[src/rtl/riscv_pkg.sv]
// rtl/riscv_pkg.sv - shared RV32I opcode constants and decode helpers
package riscv_pkg;

  localparam logic [6:0] OP_LOAD   = 7'b0000011;
  localparam logic [6:0] OP_IMM    = 7'b0010011;
  localparam logic [6:0] OP_AUIPC  = 7'b0010111;
  localparam logic [6:0] OP_STORE  = 7'b0100011;
  localparam logic [6:0] OP_R      = 7'b0110011;
  localparam logic [6:0] OP_LUI    = 7'b0110111;
  localparam logic [6:0] OP_BRANCH = 7'b1100011;
  localparam logic [6:0] OP_JALR   = 7'b1100111;
  localparam logic [6:0] OP_JAL    = 7'b1101111;

  // addi x0,x0,0: decodes as a harmless I-type ALU op
  localparam logic [31:0] NOP_INSTR = 32'h0000_0013;

  // True for every opcode the multicycle core implements
  function automatic logic is_legal_op(input logic [6:0] op);
    logic legal;
    case (op)
      OP_LOAD, OP_IMM, OP_AUIPC, OP_STORE, OP_R,
      OP_LUI, OP_BRANCH, OP_JALR, OP_JAL: legal = 1'b1;
      default:                            legal = 1'b0;
    endcase
    return legal;
  endfunction

endpackage

[src/rtl/en_reg.sv]
// rtl/en_reg.sv - enable-gated register with asynchronous active-high reset
module en_reg #(
  parameter int           W       = 32,
  parameter logic [W-1:0] RST_VAL = '0
) (
  input  logic         clk,
  input  logic         rst,
  input  logic         en,
  input  logic [W-1:0] d,
  output logic [W-1:0] q
);

  // Load d when enabled, otherwise hold; reset wins immediately
  always_ff @(posedge clk or posedge rst) begin
    if (rst) begin
      q <= RST_VAL;
    end else if (en) begin
      q <= d;
    end
  end

endmodule

[src/rtl/datapath_regs.sv]
// rtl/datapath_regs.sv - non-architectural register bank of the multicycle core
module datapath_regs
  import riscv_pkg::*;
#(
  parameter int              XLEN     = 32,
  parameter logic [XLEN-1:0] RESET_PC = '0,
  parameter int              CNT_W    = 64
) (
  input  logic             clk,
  input  logic             rst,
  input  logic             IRWrite,
  input  logic             PCWrite,
  input  logic [XLEN-1:0]  ReadData,
  input  logic [XLEN-1:0]  PCNext,
  input  logic [XLEN-1:0]  RD1,
  input  logic [XLEN-1:0]  RD2,
  input  logic [XLEN-1:0]  ALUResult,
  output logic [XLEN-1:0]  PC,
  output logic [XLEN-1:0]  OldPC,
  output logic [XLEN-1:0]  Instr,
  output logic [6:0]       op,
  output logic [2:0]       funct3,
  output logic             funct7b5,
  output logic [XLEN-1:0]  Data,
  output logic [XLEN-1:0]  A,
  output logic [XLEN-1:0]  WriteData,
  output logic [XLEN-1:0]  ALUOut,
  output logic             illegal_op,
  output logic [CNT_W-1:0] cycle_count,
  output logic [CNT_W-1:0] fetch_count
);

  localparam logic [XLEN-1:0]  INSTR_RST = XLEN'(NOP_INSTR);
  localparam logic [CNT_W-1:0] CNT_ONE   = CNT_W'(1);

  // PC only moves when control_unit asks for it
  en_reg #(.W(XLEN), .RST_VAL(RESET_PC)) u_pc (
    .clk (clk),
    .rst (rst),
    .en  (PCWrite),
    .d   (PCNext),
    .q   (PC)
  );

  // OldPC samples the pre-edge PC together with the instruction fetch, so
  // during a combined fetch it records the fetched instruction's address,
  // not the incremented PC arriving on PCNext
  en_reg #(.W(XLEN), .RST_VAL(RESET_PC)) u_oldpc (
    .clk (clk),
    .rst (rst),
    .en  (IRWrite),
    .d   (PC),
    .q   (OldPC)
  );

  en_reg #(.W(XLEN), .RST_VAL(INSTR_RST)) u_instr (
    .clk (clk),
    .rst (rst),
    .en  (IRWrite),
    .d   (ReadData),
    .q   (Instr)
  );

  // Decode fields come straight off the latched instruction
  assign op       = Instr[6:0];
  assign funct3   = Instr[14:12];
  assign funct7b5 = Instr[30];

  // Pipeline registers between FSM states load every cycle
  always_ff @(posedge clk or posedge rst) begin
    if (rst) begin
      Data      <= '0;
      A         <= '0;
      WriteData <= '0;
      ALUOut    <= '0;
    end else begin
      Data      <= ReadData;
      A         <= RD1;
      WriteData <= RD2;
      ALUOut    <= ALUResult;
    end
  end

  // Sticky flag raised on the same edge the bad instruction enters IR
  always_ff @(posedge clk or posedge rst) begin
    if (rst) begin
      illegal_op <= 1'b0;
    end else if (IRWrite && !is_legal_op(ReadData[6:0])) begin
      illegal_op <= 1'b1;
    end
  end

  // Free-running counters; overflow wraps silently
  always_ff @(posedge clk or posedge rst) begin
    if (rst) begin
      cycle_count <= '0;
      fetch_count <= '0;
    end else begin
      cycle_count <= cycle_count + CNT_ONE;
      if (IRWrite) begin
        fetch_count <= fetch_count + CNT_ONE;
      end
    end
  end

endmodule

[config.mk]
export PLATFORM = sky130hd
export DESIGN_NAME = datapath_regs
export DESIGN_NICKNAME = d
export VERILOG_FILES = /design/src/rtl/riscv_pkg.sv /design/src/rtl/en_reg.sv /design/src/rtl/datapath_regs.sv
export SDC_FILE = /design/constraint.sdc
export NUM_CORES = 1
export LEC_CHECK = 0
export BUFFER_PORTS_ARGS = -buffer_cell sky130_fd_sc_hd__buf_2
export CAP_MARGIN = 20
export CORE_AREA = 8 8 200 202
export CTS_CLUSTER_DIAMETER = 50
export DETAILED_ROUTE_END_ITERATION = 16
export DIE_AREA = 0 0 208 210
export PLACE_DENSITY = 0.65
export RECOVER_POWER = 100
export REMOVE_ABC_BUFFERS = 1
export SYNTH_ARGS = -nofsm -noshare
export SYNTH_HDL_FRONTEND = slang
export SYNTH_HIERARCHICAL = 1
export SYNTH_SLANG_ARGS = --single-unit
[constraint.sdc]
create_clock -name clk -period 9.2 [get_ports clk]
set_clock_uncertainty 0.05 [all_clocks]
set_input_delay 1.84 -clock clk [delete_from_list [all_inputs] [get_ports clk]]
set_output_delay 1.84 -clock clk [all_outputs]
set_load 0.05 [all_outputs]
==> flow_metrics.py, run 1 <==
metrics = {
    "clock_network": {
        "root_buffer": "clkbuf_16",
        "clock_path_buffers": 3,
        "path_clk_slew_ns": 0.06,
        "post_cts_buffers": 0,
        "holdBufCountCts": 0,
        "ctsHtreeMaxLevel": 2,
        "cts_tree": "yes",
        "clkLatencyLatePin_ns": 0.55,
        "cts_resized": 0,
        "numCtsBuffers": 41,
        "cts_sinks": 353,
    },
    "yosys": {
        "ys.flop_type": "dfrtp_1",
        "syn_inst": 907,
        "ys_types": 42,
        "synth_top_area_share_pct": 65.3,
        "synth_largest_area_cell": "dfrtp_1",
        "ys_async_sr_fraction_pct": 100,
        "yosys-top-cells-area": "dfrtp_1, mux2_4, xnor2_1, xor2_1, nand3_1",
        "ys_warn_count": 6,
        "avgSynthCellArea_um2": 14.8,
        "synth_edf_count": 0,
        "ys_ff_latch": 353,
        "syn-cell-area_um2": 13400,
        "synth_seq_area_share_pct": 65.9,
    },
    "sta": {
        "finalCriticalPeriod_ns": 5.72,
        "totalNegativeSetupSlack_ns": 0,
        "final_hold_viol_count": 0,
        "fin_crit_sh_pct": 62.1,
        "setup_violations": 0,
        "max_freq_mhz": 175,
        "slew_headroom_pct": -257,
        "slew_viol_final": 298,
        "grt_setup_unrepaired": "false",
        "worst-slew-pin-transition_ns": 5.36,
    },
    "global_route": {
        "grt_max_degree": 139,
        "grtUsageMet1_pct": 21.6,
        "grt-ovfl-total": 0,
        "grt_pass1_vias": 9983,
        "grt_pass1_wl_mm": 62.2,
        "antenna_found_initial": 0,
        "track_usage_pct": 18.2,
        "grt_use_met2_pct": 30.0,
        "met3_usage_pct": 6.58,
        "busiest_layer": "met2",
    },
    "floorplanning": {
        "initial_utilization_pct": 36.3,
        "rows": 71,
        "io_pins": 528,
        "die_area_um2": 43700,
        "core_area_um2": 37000,
        "die_x_um": 208,
        "die_h_um": 210,
    },
    "layout": {
        "fin_cells": 1959,
        "final_area_um2": 16900,
        "final_common_cell": "clkbuf_1",
        "diodes": 0,
        "nets": 1621,
        "area_growth_pct": 25.8,
        "final_cell_mix": "clkbuf_1, dfrtp_1, buf_2",
        "drive_above_1_share_pct": 14.9,
        "seq_area_um2": 8840,
        "fillCellCount": 3604,
        "multi_input_area_um2": 3750,
    },
    "route": {
        "viasPerCell": 4.76,
        "wl_mm": 40.8,
        "dr_total_vias": 9323,
        "routedWlPerCell_um": 20.9,
        "ant_nets": 0,
        "drtIter0Drc": 478,
        "post-route-drc-count": 0,
        "dr.pass1.iters": 5,
    },
    "placed_design": {
        "place_area_um2": 16400,
        "dp_hpwl_mm": 31.4,
        "portBuffers": 527,
        "gp_congestion": 0.924,
        "dp_cells": 1886,
    },
    "power": {
        "swShare_pct": 29.9,
        "ir_drop_mv": 0.161,
        "seqPwrFrac_pct": 42.6,
        "total_leakage_power_nw": 7.51,
        "total_power_mw": 4.03,
        "p_comb_share_pct": 14.9,
        "power_density_nw_per_um2": 239,
        "internal-power_mw": 2.83,
        "power_switching_mw": 1.20,
        "clkPwrFrac_pct": 42.5,
    },
    "worst_setup_path": {
        "end_kind": "register",
        "startpoint": "IRWrite",
        "critical_path_class": "input port to register",
        "cp.arrival_ns": 6.13,
        "cp_max_fo": 32,
        "worstReg2RegStart": "fetch_count[0]",
        "start_kind": "input port",
        "critPathRequiredTime_ns": 9.61,
    },
    "status": {
        "violations": "max-capacitance violations, max-slew violations",
        "status": "finished, violations left",
    },
    "worst_hold_path": {
        "hold_start": "illegal_op",
        "hold_class": "register to register",
    },
    "flow_run": {
        "maxCapViolations": 7,
    },
}
-- kinds of logic (layout without fill, tap and decap cells) --
group	count (synthesis)	in the layout	share of synthesized area, %
AND/OR/NAND/NOR	281	281	12.1
multiplexers	97	97	10.7
flip-flops	353	353	65.9
AO/OA/AOI/OAI	3	3	0.168
adder cells (fa/ha/maj)	2	2	0.186
buffers and inverters	46	624	2.89
XOR/XNOR	125	125	8.16
-- critical path, cell delays in order --
cell	delay, ns
clkbuf_1	1.22
nand4_1	0.42
nor4_1	1.62
nand3_4	0.31
nor4_1	0.50
xor2_1	0.20
-- final cells by class --
class / count / area share, %
clock buffer: 56 / 7.20
multi-input combinational: 508 / 22.2
timing repair buffer: 532 / 12.9
tap: 474 / 3.51
sequential: 353 / 52.4
clock inverter: 17 / 1.44
inverter: 19 / 0.430
-- metrics by stage --
step	hold slack (ns)	util (%)	setup slack, ns
3_3_place_gp	0.386	44.4	5.10
2_1_floorplan	0.662	-	0.240
5_1_grt	0.421	45.7	2.81
3_5_place_dp	0.391	44.4	5.05
6_report	0.405	45.7	3.48
4_1_cts	0.405	48.3	5.58
-- synth_stat cells (all sizes together), types with 2 or more instances --
| master | instances |
|---|---|
| nand2b | 2 |
| and4 | 10 |
| ha | 2 |
| mux2 | 97 |
| nor3b | 3 |
| clkbuf | 2 |
| nand4 | 38 |
| and3 | 13 |
| nor3 | 36 |
| buf | 25 |
| or3 | 3 |
| xor2 | 62 |
| nor4 | 16 |
| xnor2 | 63 |
| dfrtp | 350 |
| inv | 19 |
| and2 | 4 |
| nor2 | 45 |
| nand2 | 60 |
| nand3 | 48 |
| dfstp | 3 |
-- power by group through the flow --
stage	combinational (mW)	sequential, mW	clock (mW)
global route	0.629	1.73	1.82
detailed placement	0.681	1.74	0
floorplan	0.125	2.08	0
CTS	0.680	1.72	1.76
finish	0.599	1.72	1.71
global placement	0.674	1.74	0
-- worst paths after layout --
check,to,slack [ns],cells after the start
worst min register to register,illegal_op,0.41,1
worst max register to register,fetch_count[58],5.54,6
min in group asynchronous,u_oldpc/q[26],1.22,2
worst min-delay path,illegal_op,0.41,1
max in group asynchronous,WriteData[17],3.74,2
worst max-delay path,fetch_count[58],3.48,6
-- registers in the layout (all words and copies together) (netlist names) --
name         flops
u_instr/q       32
A               32
illegal_op       1
WriteData       32
ALUOut          32
Data            32
u_oldpc/q       32
fetch_count     64
cycle_count     64
u_pc/q          32
-- metal layers --
layer / wire length [µm] / vias to the layer above
met3: 3320 / 71
li1: - / 4206
met2: 19900 / 416
met5: 0 / -
met4: 1370 / 0
met1: 16300 / 4630
(Power assumes the default switching activity.)
==> run 2, diff against run 1 <==
--- a/config.mk
+++ b/config.mk
@@ -5,13 +5,14 @@
 export SDC_FILE = /design/constraint.sdc
 export NUM_CORES = 1
 export LEC_CHECK = 0
+export ABC_AREA = 1
 export BUFFER_PORTS_ARGS = -buffer_cell sky130_fd_sc_hd__buf_2
 export CAP_MARGIN = 20
-export CORE_AREA = 8 8 200 202
+export CORE_AREA = 8 8 197 199
 export CTS_CLUSTER_DIAMETER = 50
 export DETAILED_ROUTE_END_ITERATION = 16
-export DIE_AREA = 0 0 208 210
-export PLACE_DENSITY = 0.65
+export DIE_AREA = 0 0 205 207
+export PLACE_DENSITY = 0.68
 export RECOVER_POWER = 100
 export REMOVE_ABC_BUFFERS = 1
 export SYNTH_ARGS = -nofsm -noshare
==> constraint.sdc (replaced) <==
create_clock -name clk -period 5.5 [get_ports clk]
set_clock_uncertainty 0.05 [all_clocks]
set_input_delay 1.1 -clock clk [delete_from_list [all_inputs] [get_ports clk]]
set_output_delay 1.1 -clock clk [all_outputs]
set_load 0.05 [all_outputs]
==> run 2 against run 1 <==
Against the previous run: the flow still finishes with violations (max-capacitance violations, max-slew violations); power increased by 65%; clock-buffer cell count shrank 4; global-route usage increased by 4.9 points; routed wire length is 24% higher; sequential share of layout area decreased by 4.1 points; critical path type unchanged.
==> flow_metrics.py, run 2 <==
metrics = {
    "route": {
        "post-route-drc-count": 0,
        "routedWlPerCell_um": 19.2,
        "drtIter0Drc": 747,
        "wl_mm": 50.5,
        "ant_nets": 0,
        "dr_total_vias": 12600,
        "dr.pass1.iters": 5,
        "viasPerCell": 4.82,
    },
    "sta": {
        "holdWs_ns": 0.403,
        "final_hold_viol_count": 0,
        "setup_violations": 0,
        "fin_crit_sh_pct": 68.0,
        "worst-slew-pin-transition_ns": 2.51,
        "totalNegativeSetupSlack_ns": 0,
        "finalCriticalPeriod_ns": 3.74,
        "slew_headroom_pct": -67.5,
        "grt_setup_unrepaired": "false",
        "max_freq_mhz": 267,
        "slew_viol_final": 238,
    },
    "floorplanning": {
        "io_pins": 528,
        "die_x_um": 205,
        "die_area_um2": 42400,
        "rows": 70,
        "initial_utilization_pct": 40.9,
        "core_area_um2": 35900,
        "die_h_um": 207,
    },
    "yosys": {
        "synth_top_area_share_pct": 59.6,
        "ys.flop_type": "dfrtp_1",
        "synth_largest_area_cell": "dfrtp_1",
        "avgSynthCellArea_um2": 9.27,
        "ys_async_sr_fraction_pct": 100,
        "ys_types": 34,
        "synth.most_common_cell": "nand2_1",
        "synthTopCellsByCount": "nand2_1, dfrtp_1, nor2_1",
        "syn-cell-area_um2": 14700,
        "synth_seq_area_share_pct": 60.2,
        "syn_inst": 1584,
        "synth_edf_count": 0,
        "yosys-top-cells-area": "dfrtp_1, nand2_1, nor2_1, xor2_1, inv_1",
        "ys_ff_latch": 353,
        "ys_warn_count": 6,
    },
    "worst_hold_path": {
        "hold_start": "illegal_op",
        "hold_class": "register to register",
    },
    "layout": {
        "top_regs": "cycle_count (64), fetch_count (64)",
        "drive_above_1_share_pct": 10.9,
        "fillCellCount": 3554,
        "final_common_cell": "nand2_1",
        "area_growth_pct": 24.6,
        "diodes": 0,
        "nets": 2291,
        "final_cell_mix": "nand2_1, clkbuf_1, dfrtp_1",
    },
    "worst_setup_path": {
        "startpoint": "IRWrite",
        "cp.arrival_ns": 4.12,
        "critical_path_class": "input port to register",
        "cp_max_fo": 30,
        "end_kind": "register",
        "worstReg2RegStart": "cycle_count[0]",
        "start_kind": "input port",
        "critPathRequiredTime_ns": 5.88,
    },
    "clock_network": {
        "cts_resized": 0,
        "post_cts_buffers": 0,
        "holdBufCountCts": 0,
        "cts_tree": "yes",
        "clkLatencyLatePin_ns": 0.55,
        "root_buffer": "clkbuf_16",
        "cts_sinks": 353,
        "clock_path_buffers": 3,
        "path_clk_slew_ns": 0.06,
        "numCtsBuffers": 42,
        "ctsHtreeMaxLevel": 2,
    },
    "placed_design": {
        "dp_hpwl_mm": 39.6,
        "gp_congestion": 0.912,
        "portBuffers": 527,
    },
    "power": {
        "total_leakage_power_nw": 8.50,
        "power_density_nw_per_um2": 363,
        "ir_drop_mv": 0.363,
    },
    "global_route": {
        "track_usage_pct": 23.1,
        "grt_pass1_vias": 13100,
        "antenna_found_initial": 2,
        "grt_pass1_wl_mm": 76.7,
        "grt_max_degree": 109,
        "grt-ovfl-total": 0,
    },
    "flow_run": {
        "maxCapViolations": 5,
    },
    "status": {
        "violations": "max-capacitance violations, max-slew violations",
        "status": "finished, violations left",
    },
}
## run 2: cell types whose count changed after synthesis, moves of 28 or more
cell,delta
nor2_1,+160
xnor2_1,-28
nand2_2,+41
nand2_1,+550
inv_1,+73
mux2_4,-90
## run 2: cells by family (layout without fill, tap and decap cells)
logic type      Yosys count  count (layout)  share of synthesized area, %
simple gates            991             991                          28.7
flops                   353             353                          60.2
buf+inv                 133             703                          5.26
xor+xnor                 83              83                          4.95
compound gates           22              22                         0.801
fa+ha+maj                 2               2                         0.170
## run 2: metrics by stage
| stage | setup WS (ns) | util (%) | power [mW] | instance area (µm²) | std cells |
|---|---|---|---|---|---|
| 6_report | 1.76 | 51.0 | 6.65 | 18300 | 2622 |
| 5_1_grt | 1.49 | 51.0 | 6.90 | 18300 | 2622 |
| 4_1_cts | 2.90 | 53.0 | 6.80 | 19000 | 2622 |
| 3_5_place_dp | 2.52 | 49.0 | 3.94 | 17600 | 2549 |
| 3_3_place_gp | 2.53 | 49.0 | 3.92 | 17600 | 2549 |
| 2_1_floorplan | -2.72 | - | 3.57 | 14300 | 1549 |
## run 2: power by group
group | internal [mW] | switching, mW | leakage, nW | total, mW
Combinational | 0.156 | 0.824 | 3.38 | 0.979
Clock | 1.71 | 1.12 | 0.690 | 2.83
Sequential | 2.74 | 0.104 | 4.42 | 2.85
## run 2: worst max-delay path, cell delays in order
cell      delay (ns)
clkbuf_1        1.29
inv_1           0.68
nor2_2          0.33
nand2_1         0.15
nor2_4          0.15
nand2_1         0.13
o21ai_0         0.18
nand2_1         0.08
## run 2: path summary, 6_finish.rpt
kind / to / slack, ns / cells after the start
max in group asynchronous: A[27] / 2.69 / 3
hold / removal: illegal_op / 0.40 / 1
hold reg to reg: illegal_op / 0.40 / 1
setup reg to reg: cycle_count[52] / 2.94 / 10
min in group asynchronous: u_instr/q[30] / 1.00 / 2
setup / recovery: fetch_count[52] / 1.76 / 8
## run 2: routing by layer
layer	vias to the layer above	share of wire, %	GRT usage, %
li1	5956	-	-
met1	6028	40	27.8
met2	548	48	39.1
met3	98	9.2	6.26
met4	2	3.1	8.60
met5	-	0.026	0
## run 2: area by class of cell
type | count | area, µm² | share of cell area (%)
multi-input combinational | 1098 | 4860 | 26.6
inverter | 98 | 394 | 2.15
clock inverter | 21 | 251 | 1.37
sequential | 353 | 8840 | 48.3
clock buffer | 52 | 1170 | 6.40
timing repair buffer | 532 | 2200 | 12.0
tap | 468 | 586 | 3.20
